$ cat config.mk
export PLATFORM = sky130hd
export DESIGN_NAME = maxnet_controller
export DESIGN_NICKNAME = d
export VERILOG_FILES = /design/src/rtl/maxnet_controller.sv
export SDC_FILE = /design/constraint.sdc
export NUM_CORES = 1
export LEC_CHECK = 0
export ABC_CLOCK_PERIOD_IN_PS = 1650
export CAP_MARGIN = 15
export CORE_AREA = 2 2 72 74
export CTS_CLUSTER_SIZE = 40
export DETAILED_ROUTE_END_ITERATION = 10
export DIE_AREA = 0 0 74 76
export HOLD_SLACK_MARGIN = 0.02
export PLACE_DENSITY = 0.72
export SETUP_SLACK_MARGIN = 0.4
export SYNTH_ARGS = -nofsm -noshare
export SYNTH_HDL_FRONTEND = slang
export SYNTH_SLANG_ARGS = --single-unit
export TNS_END_PERCENT = 30
$ cat constraint.sdc
create_clock -name clk -period 1.65 [get_ports clk]
set_input_delay 0.165 -clock clk [delete_from_list [all_inputs] [get_ports clk]]
set_output_delay 0.165 -clock clk [all_outputs]
set_load 0.05 [all_outputs]
$ cat src/rtl/maxnet_controller.sv
// ----------------------------------------------------------------------------
// maxnet_controller
//
// Sequencing controller for the four-lane MaxNet processing-unit array.
// A run latches four activations, then repeats multiply -> accumulate ->
// write-back iterations on the PUs until at most one lane is still nonzero
// or the iteration limit is reached. The lowest-index surviving lane is
// reported as the winner with a start/done handshake.
//
// Parameters
//   W         activation width (two's complement, 3 fractional bits)
//   MAX_ITER  iteration limit, 1..15
//
// Ports
//   clk, rst                 clock, synchronous active-high reset
//   start                    begin a run (only honoured in IDLE)
//   in_x0..in_x3             initial activations, sampled with start
//   x0..x3                   current state vector driven to all PUs
//   mult_reg_en, add_reg_en  PU multiply / accumulate register strobes
//   pu_new0..pu_new3         PU new_value per lane
//   pu_zero0..pu_zero3       PU Zero_signal per lane
//   busy                     run in progress
//   done                     one-cycle completion pulse
//   winner, winner_valid     lowest-index surviving lane and its validity
//   iter_count               iterations completed in current/last run
// ----------------------------------------------------------------------------
module maxnet_controller #(
    parameter int W        = 5,
    parameter int MAX_ITER = 15
) (
    input  logic         clk,
    input  logic         rst,
    input  logic         start,
    input  logic [W-1:0] in_x0,
    input  logic [W-1:0] in_x1,
    input  logic [W-1:0] in_x2,
    input  logic [W-1:0] in_x3,
    output logic [W-1:0] x0,
    output logic [W-1:0] x1,
    output logic [W-1:0] x2,
    output logic [W-1:0] x3,
    output logic         mult_reg_en,
    output logic         add_reg_en,
    input  logic [W-1:0] pu_new0,
    input  logic [W-1:0] pu_new1,
    input  logic [W-1:0] pu_new2,
    input  logic [W-1:0] pu_new3,
    input  logic         pu_zero0,
    input  logic         pu_zero1,
    input  logic         pu_zero2,
    input  logic         pu_zero3,
    output logic         busy,
    output logic         done,
    output logic [1:0]   winner,
    output logic         winner_valid,
    output logic [3:0]   iter_count
);

    localparam logic [3:0] ITER_LIMIT = 4'(MAX_ITER);

    typedef enum logic [2:0] {
        IDLE,
        MULT,
        ADD,
        UPDATE,
        CHECK,
        DONE
    } state_t;

    state_t     state;
    logic [3:0] nz;
    logic       nz_at_most_one;
    logic [1:0] nz_lowest;

    // Clearing the lowest set bit leaves zero only when zero or one lane is set.
    always_comb begin
        nz_at_most_one = ((nz & (nz - 4'd1)) == 4'd0);
    end

    // Lowest-index nonzero lane; an all-zero vector reports lane 0.
    always_comb begin
        nz_lowest = 2'd0;
        if (nz[0])      nz_lowest = 2'd0;
        else if (nz[1]) nz_lowest = 2'd1;
        else if (nz[2]) nz_lowest = 2'd2;
        else if (nz[3]) nz_lowest = 2'd3;
    end

    // Strobes, busy and done are registered and set on the edge that enters
    // the state they belong to, so each is high for exactly that state's cycle.
    always_ff @(posedge clk) begin
        if (rst) begin
            state        <= IDLE;
            x0           <= '0;
            x1           <= '0;
            x2           <= '0;
            x3           <= '0;
            mult_reg_en  <= 1'b0;
            add_reg_en   <= 1'b0;
            busy         <= 1'b0;
            done         <= 1'b0;
            winner       <= 2'd0;
            winner_valid <= 1'b0;
            iter_count   <= 4'd0;
            nz           <= 4'd0;
        end else begin
            case (state)
                IDLE: begin
                    if (start) begin
                        x0           <= in_x0;
                        x1           <= in_x1;
                        x2           <= in_x2;
                        x3           <= in_x3;
                        iter_count   <= 4'd0;
                        winner_valid <= 1'b0;
                        busy         <= 1'b1;
                        mult_reg_en  <= 1'b1;
                        state        <= MULT;
                    end
                end
                MULT: begin
                    mult_reg_en <= 1'b0;
                    add_reg_en  <= 1'b1;
                    state       <= ADD;
                end
                ADD: begin
                    add_reg_en <= 1'b0;
                    state      <= UPDATE;
                end
                UPDATE: begin
                    x0 <= pu_new0;
                    x1 <= pu_new1;
                    x2 <= pu_new2;
                    x3 <= pu_new3;
                    nz <= ~{pu_zero3, pu_zero2, pu_zero1, pu_zero0};
                    if (iter_count != 4'hF) begin
                        iter_count <= iter_count + 4'd1;
                    end
                    state <= CHECK;
                end
                CHECK: begin
                    // Tie at the limit still resolves to the lowest surviving lane.
                    if (nz_at_most_one || (iter_count == ITER_LIMIT)) begin
                        busy         <= 1'b0;
                        done         <= 1'b1;
                        winner       <= nz_lowest;
                        winner_valid <= |nz;
                        state        <= DONE;
                    end else begin
                        mult_reg_en <= 1'b1;
                        state       <= MULT;
                    end
                end
                DONE: begin
                    done  <= 1'b0;
                    state <= IDLE;
                end
                default: begin
                    mult_reg_en <= 1'b0;
                    add_reg_en  <= 1'b0;
                    busy        <= 1'b0;
                    done        <= 1'b0;
                    state       <= IDLE;
                end
            endcase
        end
    end

endmodule

==> out/qor.yml, run 1 <==
crit_required_ns: 1.83
synth.area.top_cells: "dfxtp_1 (44%), mux2i_1 (13%), a211oi_1 (10%), nor2_1 (6.3%), buf_6 (2.6%)"
p_switching_mw: 0.829
slew_violations: 0
gr-total-overflow: 0
async_reset_ff_frac: 0
ir_worst_vdd_v: 0.000438
synth_top_flop_cell: "dfxtp_1"
max_slew.worst_pin.slew_ns: 0.483
core_area_sq_um: 4910
rsz0062_at_grt: "yes"
clock-sinks: 38
cts-root-buf: "clkbuf_8"
cts-htree-levels: 2
sw_frac_of_total: 0.324
dieArea_sq_um: 5620
start_util: 0.352
grt_max_degree: 28
leakage_nw: 1.09
route.detailed.wl_per_inst_um: 12.9
synth.net_count: 229
arrival_ns: 1.64
ys_seq_area_frac: 0.441
die_y_um: 76
n_fill_cell: 445
yosysMostFrequentCell: "dfxtp_1"
cap_viol_max_count: 0
fmax_mhz: 683
ys_types: 36
tns_ns: 0
antennaDiodeCount: 0
timing.hold.ws_ns: 0.435
ys_ff_latch: 38
dieWidth_um: 74
yosys.area.top_type: "dfxtp_1"
ant_nets: 0
vias: 1634
syn_area_sq_um: 1730
finalCritPeriodShare: 0.887
synth-edff-count: 0
io_buffer_count: 77
clkPwrFrac: 0.253
firstDrtPassIters: 4
yosysTopAreaCellShare: 0.441
cts_tree: "yes"
drt_iter0_markers: 84
place_hpwl_mm: 2.91
power.density_nw_per_um2: 916
grt_pass1_wl_mm: 6.64
critPathMaxFanout: 4
synth_area_per_cell_sq_um: 9.54
drc: 0
cts_buffer_depth: 2
intPower_mw: 1.73
comb_power_share: 0.331
outcome: "finished clean"
cp-end-kind: "register"
synthCells: 181
hold_path.class: "in -> reg"
final_layout_size_suffix_gt1_frac: 0.269
synth_common_cells: "dfxtp_1 (38), nor2_1 (29), a211oi_1 (24), mux2i_1 (22)"
areaGrowthSynthToFinish_pct: 61.8
finClkSkew_ns: 0.00319
yosys_warnings: 0
globalplace.congestion: 0.773
rows: 26
seqPwrFrac: 0.417
antenna_found_initial: 0
final_nets: 315
cts_buffers: 5
via_per_inst: 4.83
hold_viol_final: 0
report.final.setup_viol: 0
grt_pass1_vias: 1537
clk_pin_slew_ns: 0.07
io_pins: 78
min_period_ns: 1.46
hold_buffers: 0
path_class: "reg -> reg"
slew_headroom: 0.679
routed_wl_mm: 4.37
track_usage: 0.147
worstSetupStartpointType: "register"
clock_latency_ns: 0.28
-- cell families after synthesis --
family,Yosys count,synth area share
adder cells (fa/ha/maj),2,0.0130
buffers and inverters,18,0.0674
XOR/XNOR,1,0.00507
multiplexers,23,0.134
flip-flops,38,0.441
AND/OR/NAND/NOR,56,0.164
AO/OA/AOI/OAI,43,0.175
-- sequential cells by signal, summed over array words and instances, names as in the netlist, 2 cells and up --
register / flops
x0: 5
x1: 5
x2: 5
x3: 5
iter_count: 4
nz: 4
state: 3
winner: 2
-- worst paths after layout --
path                              from                   endpoint  slack, ns  cells past startpoint
min                           pu_zero1         nz[1]$_SDFFE_PP0P_       0.44                      2
min reg2reg  winner_valid$_SDFFE_PP0P_  winner_valid$_SDFFE_PP0P_       0.48                      2
max reg2reg         nz[3]$_SDFFE_PP0P_     winner[0]$_SDFFE_PP0P_       0.19                      4
max                 nz[3]$_SDFFE_PP0P_     winner[0]$_SDFFE_PP0P_       0.19                      4
-- worst max-delay path, stage by stage, from the launching register on --
cell and delay (ns):
dfxtp_2 0.33, maj3_2 0.29, o211ai_1 0.26, nand3_2 0.16, mux2_4 0.32
-- through the flow --
step	cells	setup WS (ns)	power (mW)	utilization	instance area, sq um
4_1_cts	335	0.179	2.52	0.553	2720
3_3_place_gp	325	0.105	1.87	0.528	2590
6_report	338	0.186	2.56	0.569	2790
2_1_floorplan	181	0.161	1.59	-	1770
3_5_place_dp	325	0.0481	1.88	0.528	2590
5_1_grt	338	0.0938	2.67	0.569	2790
-- per-layer routing --
metal | wire length [um] | track usage | share of wire | vias to the layer above
li1 | - | - | - | 830
met1 | 2100 | 0.179 | 0.48 | 744
met3 | 317 | 0.0516 | 0.073 | 6
met5 | 0 | 0 | 0 | -
met2 | 1920 | 0.244 | 0.44 | 54
met4 | 40 | 0.0345 | 0.0092 | 0
-- layout by cell type, fill, tap and decap left out, types with 2 or more instances in the layout --
master	n
clkbuf_16	2
buf_12	2
dfxtp_4	2
a211oi_1	24
clkbuf_1	2
dfxtp_1	28
clkbuf_8	6
clkdlybuf4s15_2	14
nand3_1	4
a31oi_1	2
dfxtp_2	8
buf_4	27
inv_1	3
nor2_1	28
nor3_1	6
a21oi_1	6
clkdlybuf4s50_1	46
or3_1	2
nand3b_1	2
nand2b_1	2
nand2_1	3
nor2b_1	2
o21ai_0	4
mux2i_1	21
-- power by group through the flow --
stage | Clock, mW | Combinational [mW] | Sequential, mW
finish | 0.647 | 0.846 | 1.07
CTS | 0.671 | 0.789 | 1.06
floorplan | 0 | 0.284 | 1.30
detailed placement | 0 | 0.794 | 1.08
global placement | 0 | 0.784 | 1.08
global route | 0.700 | 0.895 | 1.08
-- area by class of cell --
| class | count | area (sq um) | area share |
|---|---|---|---|
| Multi-Input combinational cell | 125 | 892 | 0.319 |
| Clock buffer | 8 | 90.1 | 0.0322 |
| Sequential cell | 38 | 778 | 0.279 |
| Inverter | 4 | 15.0 | 0.00537 |
| Tap cell | 70 | 87.6 | 0.0313 |
| Timing Repair Buffer | 93 | 931 | 0.333 |
-- timing repair --
| item | in CTS | in global routing |
|---|---|---|
| cloned | 0 | 2 |
| endpoints found under the setup margin | 51 | 37 |
| hold endpoints to repair | 0 | 0 |
| buffers inserted | 2 | 1 |
| pin swaps | 3 | 2 |
| gates resized for setup | 44 | 7 |
No activity file was read; power rests on OpenSTA's default activity.
==> run 2: changes to the inputs <==
--- a/config.mk
+++ b/config.mk
@@ -5,7 +5,6 @@
 export SDC_FILE = /design/constraint.sdc
 export NUM_CORES = 1
 export LEC_CHECK = 0
-export ABC_CLOCK_PERIOD_IN_PS = 1650
 export CAP_MARGIN = 15
 export CORE_AREA = 2 2 72 74
 export CTS_CLUSTER_SIZE = 40
==> results of run 2 <==
Final layout, timing and power as in run 1 (identical DEF).
